## config.mk

```make
export PLATFORM = sky130hd
export DESIGN_NAME = loader_mem_responder
export DESIGN_NICKNAME = d
export VERILOG_FILES = /design/src/rtl/loader_mem_responder.sv
export SDC_FILE = /design/constraint.sdc
export NUM_CORES = 1
export LEC_CHECK = 0
export CORE_ASPECT_RATIO = 1.25
export CORE_MARGIN = 2
export CORE_UTILIZATION = 40
export DETAILED_ROUTE_END_ITERATION = 10
export PLACE_DENSITY = 0.74
export SETUP_SLACK_MARGIN = 0.02
export SLEW_MARGIN = 30
export SYNTH_ARGS = -nofsm -noshare
export SYNTH_HDL_FRONTEND = slang
export SYNTH_SLANG_ARGS = --single-unit
```

## constraint.sdc

```tcl
create_clock -name clk21m -period 2.9 [get_ports clk21m]
set_input_delay 0.87 -clock clk21m [delete_from_list [all_inputs] [get_ports clk21m]]
set_output_delay 0.87 -clock clk21m [all_outputs]
set_load 0.05 [all_outputs]
```

## src/rtl/loader_mem_responder.sv

```systemverilog
`timescale 1ns/1ps
// loader_mem_responder
// Responder side of the ROM/image loader byte handshake. Each loader byte
// becomes one byte-enabled 16-bit write to the SDRAM arbiter, after which the
// loader is acknowledged with a 4-phase ACK. Load progress is tracked too:
// bytes acknowledged, checksum of the bytes written, out-of-range drops, and a
// loaded flag that releases the core once the host reports completion.
module loader_mem_responder #(
    parameter logic [23:0] BASE  = 24'h000000,
    parameter logic [18:0] LIMIT = 19'h7FFFF,
    parameter int          ADR_W = 23
) (
    input  logic             clk21m,
    input  logic             rstn,
    input  logic [18:0]      LOADER_ADR,
    input  logic [7:0]       LOADER_WDAT,
    input  logic             LOADER_OE,
    input  logic             LOADER_WR,
    output logic             LOADER_ACK,
    input  logic             LOADER_DONE,
    output logic             mem_req,
    input  logic             mem_ack,
    output logic [ADR_W-1:0] mem_adr,
    output logic [15:0]      mem_wdat,
    output logic [1:0]       mem_be,
    output logic             busy,
    output logic             loaded,
    output logic [19:0]      byte_cnt,
    output logic [7:0]       csum,
    output logic             drop_err
);

    typedef enum logic [1:0] {
        IDLE   = 2'd0,
        REQ    = 2'd1,
        ACK    = 2'd2,
        LOADED = 2'd3
    } state_t;

    state_t state;

    // Loader address relocated into SDRAM byte space; wraps modulo 2^24.
    logic [23:0] byte_adr;
    assign byte_adr = BASE + {5'd0, LOADER_ADR};

    // Handshake FSM; every output is a register updated on state transitions.
    always_ff @(posedge clk21m or negedge rstn) begin
        if (!rstn) begin
            state      <= IDLE;
            LOADER_ACK <= 1'b0;
            mem_req    <= 1'b0;
            mem_adr    <= '0;
            mem_wdat   <= '0;
            mem_be     <= '0;
            busy       <= 1'b0;
            loaded     <= 1'b0;
            byte_cnt   <= '0;
            csum       <= '0;
            drop_err   <= 1'b0;
        end else begin
            case (state)
                IDLE: begin
                    // A pending write takes priority over DONE; DONE is seen
                    // again the next time the FSM is idle.
                    if (LOADER_OE && LOADER_WR) begin
                        busy <= 1'b1;
                        if (LOADER_ADR <= LIMIT) begin
                            mem_adr  <= byte_adr[ADR_W:1];
                            mem_be   <= byte_adr[0] ? 2'b10 : 2'b01;
                            mem_wdat <= {LOADER_WDAT, LOADER_WDAT};
                            mem_req  <= 1'b1;
                            state    <= REQ;
                        end else begin
                            // Out of range: acknowledge without writing.
                            drop_err   <= 1'b1;
                            LOADER_ACK <= 1'b1;
                            if (byte_cnt != 20'hFFFFF)
                                byte_cnt <= byte_cnt + 20'd1;
                            state      <= ACK;
                        end
                    end else if (LOADER_DONE && !LOADER_WR) begin
                        loaded <= 1'b1;
                        state  <= LOADED;
                    end
                end
                REQ: begin
                    // Request fields stay frozen until the arbiter accepts.
                    if (mem_ack) begin
                        mem_req    <= 1'b0;
                        mem_be     <= 2'b00;
                        csum       <= csum + mem_wdat[7:0];
                        LOADER_ACK <= 1'b1;
                        if (byte_cnt != 20'hFFFFF)
                            byte_cnt <= byte_cnt + 20'd1;
                        state      <= ACK;
                    end
                end
                ACK: begin
                    // Hold ACK until the loader withdraws its write strobe.
                    if (!LOADER_WR) begin
                        LOADER_ACK <= 1'b0;
                        busy       <= 1'b0;
                        state      <= IDLE;
                    end
                end
                LOADED: begin
                    // Absorbing: loader inputs are ignored until reset.
                    loaded <= 1'b1;
                end
                default: begin
                    state <= IDLE;
                end
            endcase
        end
    end

endmodule

```

* Word level (Yosys, flattened, before mapping)
Index checks and enable logic that the tools add are counted.
Storage, ports and cells: register bits 71, output and inout port bits 74, word-level logic and storage cells 74
Cells by class: add/subtract/negate cells 2, $lt $le $gt $ge 1, eq/ne operators 12, muxes and demuxes 30, bitwise logic cells 1, reductions and logical operators 17
Operators by type and width (count):
- $mux 20 | 4
- $pmux 20 s2 | 1
- $add 20x1->20 const B | 1
- $ne 20x20->1 const B | 1
- $le 19x19->1 const B | 1
- $mux 2 | 9
- $ne 2x2->1 const B | 7
- $reduce_and 3->1 | 4
- $reduce_and 4->1 | 3
- $mux 1 | 10
- $add 8x8->8 | 1
- $pmux 1 s2 | 3
- $pmux 2 s3 | 1
- $reduce_bool 2->1 | 3
- $reduce_and 5->1 | 1
- $eq 2x2->1 const B | 2
- $pmux 2 s2 | 1
- $ne 3x3->1 const B | 1
- $pmux 1 s3 | 1
- $reduce_bool 3->1 | 1
- $eq 2x1->1 const B | 1
- $logic_and 1x1->1 | 2
- $logic_not 2->1 | 1
- $reduce_and 2->1 | 1
- other kinds (2) | 2

* Logic depth before layout (Yosys ltp)
Gate-level depths: netlist of run 1.
word-level depth 5, gate-level depth with buffers 8, mapped depth without buffers 7

* Worst setup path before layout of run 1
Ideal clock, no wire load.
kind reg-to-reg, start register byte_cnt[0], end register byte_cnt[18], arrival time 2.056 ns, data required time 2.757 ns, slack 0.701 ns, stages on the path, launching flop included 7, path buffers 0, period minus slack after synthesis 2.199 ns, cells stage by stage dfrtp_1 ha_1 nand3_1 or3_4 nor3b_4 nand3_1 xnor2_1
On the way: cells in the longest elaborated chain, start to end 5, elaborated cells between the ends (all ways) 7
RTL lines:
- from (decl) | RTL line 28 | output logic [19:0] byte_cnt,
- from (signal assigned) | RTL line 78 | byte_cnt <= byte_cnt + 20'd1;
- from (signal assigned) | RTL line 94 | byte_cnt <= byte_cnt + 20'd1;
- $add 20x1->20 or $ne 20x20->1 (tied branches)
- $mux 20 (*) | RTL line 77, 93
- $mux 20 | RTL line 67 | if (LOADER_ADR <= LIMIT) begin
- $mux 20 | RTL line 65 | if (LOADER_OE && LOADER_WR) begin
- $pmux 20 s2 (*) | RTL line 61 | case (state)
Mark *: on every way between the ends. The rest lies on a longest branch, timed or not. The select of a mux whose other input is x is not followed. A chain may end at the register's enable or synchronous reset.

* Worst setup path after layout of run 1
start register byte_cnt[17], end output byte_cnt[17]
No word-level cell between the ends.

==> results of run 1 <==
==> area by class of cell <==
| cell class | count | area, µm² |
|---|---|---|
| fillers | 663 | 3316 |
| flip-flops and latches | 63 | 1577 |
| multi-input cells | 189 | 1421 |
| repair buffers | 106 | 1056 |
| clock buffers | 11 | 151.4 |
| well taps | 95 | 118.9 |
| clock inverters | 5 | 32.53 |
| inverters | 8 | 30.03 |
==> through the flow <==
stage / total power [µW] / hold WS, ps
4_1_cts: 5417 / 383.8
3_5_place_dp: 4692 / 367.6
3_3_place_gp: 4628 / 365.8
5_1_grt: 5683 / 394.9
2_1_floorplan: 3767 / 567.0
6_report: 5360 / 378.5
==> registers in the layout, indices dropped and copies added, names as in the netlist <==
register    flops
mem_wdat        8
drop_err        1
busy            1
loaded          1
mem_be          2
LOADER_ACK      1
mem_adr        18
byte_cnt       20
mem_req         1
csum            8
state           2
==> cells in the mapped netlist <==
library cell and n:
mux2i_1 3, o21a_1 1, nand4_4 1, mux2_4 1, o21ai_0 13, and4_2 1, o211ai_1 2, inv_1 8
or3_4 1, nor3_4 1, a31oi_1 3, nand3b_1 2, nor2b_1 2, o32ai_1 1, nor3_1 5, nand2_1 22
nor3_2 1, clkbuf_1 2, ha_1 12, nor3b_1 1, nor3b_4 1, o21bai_1 1, xnor2_1 11, buf_1 3
mux2_2 30, nand3_2 1, dfrtp_1 63, and3_1 1, or4_4 1, xor2_1 10, or4_2 1, fa_1 1
nor4b_1 1, nand2b_1 2, or2_2 1, a2111oi_0 1, buf_4 15, nand4_1 3, o311ai_1 2, nand3_1 12
a21oi_1 14, or4b_4 1, nor2_1 16, conb_1 1
==> worst reg2reg max path: cells and delay by family, from the launching register on <==
kind / cells / cell delay (ps)
flops: 1 / 420
fa+ha+maj: 1 / 270
mux: 1 / 290
simple gates: 4 / 920
buf+inv: 1 / 110
==> power groups by stage <==
stage / combinational, µW / sequential (µW) / clock (µW)
after global routing: 3420 / 1500 / 758
final: 3210 / 1460 / 696
after global placement: 3170 / 1450 / 0
after floorplan: 1290 / 2470 / 0
after detailed placement: 3220 / 1470 / 0
after CTS: 3230 / 1460 / 726
==> kinds of logic (layout without fill, tap and decap cells) <==
group | count (synthesis) | in the layout | synth area share [%]
DFF | 63 | 63 | 50.14
buffers and inverters | 28 | 130 | 5.133
and+or+nand+nor | 78 | 78 | 14.21
AOI/OAI and AO/OA | 38 | 38 | 6.964
other | 1 | 5 | 0.1193
muxes | 34 | 34 | 12.18
xor gates and xnor gates | 21 | 21 | 5.849
adders and majority gates | 13 | 13 | 5.412
==> cell usage in the layout (no fill, tap or decap), types with 12 or more instances in the layout <==
master and count:
ha_1 12, a21oi_1 14, nor2_1 16, dfrtp_1 63, nand2_1 22, nand3_1 12, clkdlybuf4s50_1 100, mux2_2 30
o21ai_0 13
==> worst min-delay path by stage <==
stage	startpoint	end	slack, ps	depth (start not counted)
after floorplan	rstn	LOADER_ACK$_DFFE_PN0P_	570	0
after global placement	drop_err$_DFFE_PN0P_	drop_err$_DFFE_PN0P_	370	0
final	drop_err$_DFFE_PN0P_	drop_err$_DFFE_PN0P_	380	0
after detailed placement	drop_err$_DFFE_PN0P_	drop_err$_DFFE_PN0P_	370	0
after global routing	drop_err$_DFFE_PN0P_	drop_err$_DFFE_PN0P_	390	0
after CTS	drop_err$_DFFE_PN0P_	drop_err$_DFFE_PN0P_	380	0
==> per-layer routing <==
layer	up-vias	global-route usage (%)	routed length, µm
met5	-	0	0
met4	0	7.566	131
met3	12	4.323	412
met2	72	27.61	3280
met1	1163	19.42	2932
li1	1150	-	-
==> summary.txt, run 1 <==
Status
  – Status: completed

Floorplan
  – Chip width: 83.30 µm
  – Std-Cell Rows: 36
  – Chip height: 103.1 µm
  – Initial core utilization: 40.82%
  – Ports: 107
  – Overall die area: 8590 µm²
  – Core Region: 7702 µm²

Routing
  – Detailed Routing Iterations Pass 1: 4
  – Routed vias: 2,397
  – Routed Antenna Nets: 0
  – Drt drc: 0
  – DR iter-0 viols: 96
  – Via-to-Cell Ratio: 5.025
  – WL/cell: 14.16 µm
  – Routed WL: 6.756 mm

Clock tree
  – Max Root-Sink Buffers: 2
  – CTS Root Cell: clkbuf_8
  – CTS Hold Bufs: 0
  – TritonCTS Sinks: 63
  – Num CTS Buffers: 9
  – CTS clock-pin slew for the worst setup and hold paths: 70 ps
  – TritonCTS clock tree: built
  – Number of setup buffers added after CTS: 0
  – Worst-Skew Late Latency: 340 ps
  – Post-CTS Resized: 0
  – CTS HTree Levels: 3

Timing
  – RSZ-0062 raised after global routing: no
  – FMAX: 0.3952 GHz
  – Fin worst setup slack: 369.5 ps
  – Setup TNS: 0 ps
  – Crit share post-route: 87.26%
  – Max-slew violations: 0
  – Slew headroom: 56.98%
  – Slew @ Worst Pin: 645.3 ps
  – Clock skew: 12.82 ps
  – Final setup fails: 0
  – Final Hold Vio Count: 0
  – Post-route minimum period: 2530 ps

Placement
  – Port buffer count: 101
  – Final Wtd Congestion: 0.8130
  – Pre-CTS WS: 254.7 ps
  – Post-detail-place hpwl: 5.044 mm
  – Area post-placement: 4203 µm²
  – Post-placement cell count: 461

Pwr
  – Share of total power in the clock network: 13.0%
  – Combinational power share: 59.9%
  – Pint: 2739 µW
  – Static leakage: 0.001913 µW
  – Seq pwr share: 27.2%
  – PwrDens: 1222 nW/µm²
  – P_sw: 2622 µW
  – Sw Share: 48.91%
  – Worst vdd ir: 0.0007155 V

Setup path
  – CP endpoint kind: output pin
  – Critical Path Source Type: flop
  – R2r setup slk: 790 ps
  – Worst Path Buf+Inv: 1
  – CP max FO: 6
  – Worst path cell trace: clkdlybuf4s50_1
  – CP required: 2030 ps
  – Crit path largest cell delay: 850 ps
  – Critical path type: flop to output pin
  – Slowest-stage cell, CP: clkdlybuf4s50_1
  – Crit. Startpoint: byte_cnt[17]$_DFFE_PN0P_
  – CP top delay family: buffers and inverters
  – Worst r2r path cells: 7
  – Worst path arrival time: 1660 ps
  – RR Endpoint: byte_cnt[19]$_DFFE_PN0P_
  – CP Depth: 1
  – Crit Reg-Reg Startpoint: state[1]$_DFFE_PN0P_
  – CP endpoint: byte_cnt[17]

Logic synthesis
  – Post-synth top area share: 50.14%
  – YS warnings: 0
  – Synth Instances: 276
  – Area contributors post-synth: dfrtp_1, mux2_2, ha_1, buf_4, xnor2_1
  – Post-synth top area cell: dfrtp_1
  – Seq cells post-synth: 63
  – Post-synthesis sequential area ratio: 50.14%
  – Count of unique library cells instantiated by Yosys: 44
  – Synth Area per Inst: 11.39 µm²
  – Mapped Area: 3144 µm²

Cells and area
  – Final instance area: 4387 µm²
  – Core Util, Final: 56.95%
  – Final net count: 423
  – Non-Filler Instances: 477
  – Area growth, synth to finish: 39.51%
  – Share of layout cells above drive strength 1: 16.75%
  – Antenna cells: 0

Hold path
  – Worst hold path type: flop to flop

Global route
  – GRT Resource Usage Total: 16.22%
  – Total grt overflow: 0
  – Global-route wire length before repair: 11.07 mm
  – Initial antenna violation count: 0
  – Vias in the first global route: 2,390
  – Pin count of the biggest net entering global routing: 37

Job
  – Number of max-cap violations: 0
Note: power is estimated with default switching activity, not from simulation.
==> run 2: changes to the inputs <==
- CTS_CLUSTER_SIZE: unset -> 40
- GPL_ROUTABILITY_DRIVEN: unset -> 0
- TNS_END_PERCENT: unset -> 10
==> results of run 2 <==
The final DEF is identical to that of run 1; final timing and power are the same.
==> run 3: changes to the inputs <==
- CORE_MARGIN: 2 -> unset
==> summary.txt, run 3 (synthesis gave the netlist of run 1 again) <==
Status
  – Status: completed

Hold path
  – Worst hold path type: flop to flop
  – Worst Hold Depth: 0

Pwr
  – Static leakage: 0.001926 µW
  – Pint: 2803 µW
  – P_sw: 2619 µW
  – Combinational power share: 59.3%
  – PwrDens: 1237 nW/µm²
  – Share of total power in the clock network: 13.7%
  – Seq pwr share: 27.0%
  – Sw Share: 48.30%
  – Pwr Total: 5422 µW
  – Worst vdd ir: 0.0007207 V

Clock tree
  – CTS Hold Bufs: 0
  – TritonCTS Sinks: 63
  – Post-CTS Resized: 0
  – CTS Root Cell: clkbuf_8
  – Worst-Skew Late Latency: 340 ps
  – Max Root-Sink Buffers: 2
  – TritonCTS clock tree: built
  – CTS HTree Levels: 3
  – CTS clock-pin slew for the worst setup and hold paths: 70 ps
  – Number of setup buffers added after CTS: 0
  – Num CTS Buffers: 9

Cells and area
  – Max reg flops: 20
  – Core Util, Final: 58.55%
  – Final instance area: 4384 µm²
  – Antenna cells: 0
  – Area growth, synth to finish: 39.43%
  – Biggest register: byte_cnt
  – Share of layout cells above drive strength 1: 16.45%
  – Largest regs: byte_cnt: 20 flops, mem_adr: 18 flops
  – Fillers: 621
  – Most common library cell in the layout ignoring fill and taps: clkdlybuf4s50_1
  – Commonest non-fill, non-tap cells in the layout: clkdlybuf4s50_1, dfrtp_1, mux2_2
  – Final net count: 424

Routing
  – Routed vias: 2,386
  – Routed WL: 6.801 mm
  – DR iter-0 viols: 77
  – Routed Antenna Nets: 0
  – Via-to-Cell Ratio: 5.023
  – Detailed Routing Iterations Pass 1: 4
  – Drt drc: 0
  – WL/cell: 14.32 µm

Floorplan
  – Overall die area: 8221 µm²
  – Initial core utilization: 41.99%
  – Ports: 107
  – Std-Cell Rows: 35
  – Core Region: 7488 µm²
  – Chip height: 101.1 µm
  – Chip width: 81.30 µm

Global route
  – Pin count of the biggest net entering global routing: 31
  – Total grt overflow: 0
  – GRT Resource Usage Total: 17.91%
  – Vias in the first global route: 2,377
  – Initial antenna violation count: 0
  – Global-route wire length before repair: 11.12 mm

Setup path
  – Worst path cell trace: clkdlybuf4s50_1
  – CP max FO: 7
  – Worst r2r path cells: 8
  – CP endpoint kind: output pin
  – Crit path largest cell delay: 850 ps
  – CP top delay family: buffers and inverters
  – CP required: 2030 ps
  – Worst Path Buf+Inv: 1
  – Slowest-stage cell, CP: clkdlybuf4s50_1
  – Worst path arrival time: 1670 ps
  – Critical path type: flop to output pin
  – Critical Path Source Type: flop
  – CP Depth: 1

Timing
  – FMAX: 0.3938 GHz
  – Post-route minimum period: 2540 ps
  – Crit share post-route: 87.57%
  – Setup TNS: 0 ps
  – Final Hold Vio Count: 0
  – RSZ-0062 raised after global routing: no
  – Clock skew: 11.19 ps
  – Slew headroom: 57.94%
  – Slew @ Worst Pin: 630.9 ps
  – Final setup fails: 0
  – Max-slew violations: 0
  – Fin worst setup slack: 360.5 ps

Placement
  – Post-detail-place hpwl: 5.168 mm
  – Area post-placement: 4194 µm²
  – Port buffer count: 101
  – Pre-CTS WS: 260.3 ps

Job
  – Number of max-cap violations: 0
[run 3: cell types whose count changed in the layout (fill, tap and decap cells not counted)]
cell,change
buf_4,+2
clkinv_2,+1
clkinvlp_4,-3
clkbuf_8,-1
clkbuf_1,+2
bufinv_16,+1
buf_12,-1
[run 3: worst paths after layout]
kind	from	to	slack [ps]
setup / recovery	byte_cnt[3]$_DFFE_PN0P_	byte_cnt[3]	360
hold / removal	drop_err$_DFFE_PN0P_	drop_err$_DFFE_PN0P_	380
setup reg to reg	state[1]$_DFFE_PN0P_	byte_cnt[17]$_DFFE_PN0P_	780
hold reg to reg	drop_err$_DFFE_PN0P_	drop_err$_DFFE_PN0P_	380
max in group asynchronous	rstn	mem_wdat[14]$_DFFE_PN0P_	1650
min in group asynchronous	rstn	mem_adr[17]$_DFFE_PN0P_	540
[run 3: metrics by stage]
step	instances	hold WS [ps]
finish	475	382.4
global route	475	396.5
CTS	475	383.4
detailed placement	459	367.6
global placement	459	366.2
floorplan	280	567.0
[run 3: per-layer routing]
metal	vias to the layer above	track usage [%]	share of wire, %
met4	0	8.242	1.4
li1	1148	-	-
met1	1161	21.30	41
met2	69	30.51	53
met5	-	0	0
met3	8	3.801	4.9
[run 3: final cells by class]
type / count / area (µm²) / area share (%)
repair buffers: 107 / 1051 / 23.97
inverters: 8 / 30.03 / 0.6849
clock inverters: 4 / 45.04 / 1.027
well taps: 92 / 115.1 / 2.626
flip-flops and latches: 63 / 1577 / 35.96
multi-input cells: 189 / 1421 / 32.42
clock buffers: 12 / 145.1 / 3.311
[run 3: power groups by stage]
| stage | sequential [µW] | combinational [µW] | clock, µW |
|---|---|---|---|
| finish | 1470 | 3210 | 741 |
| global route | 1510 | 3420 | 795 |
| CTS | 1470 | 3240 | 757 |
| detailed placement | 1480 | 3230 | 0 |
| global placement | 1460 | 3180 | 0 |
| floorplan | 2470 | 1290 | 0 |
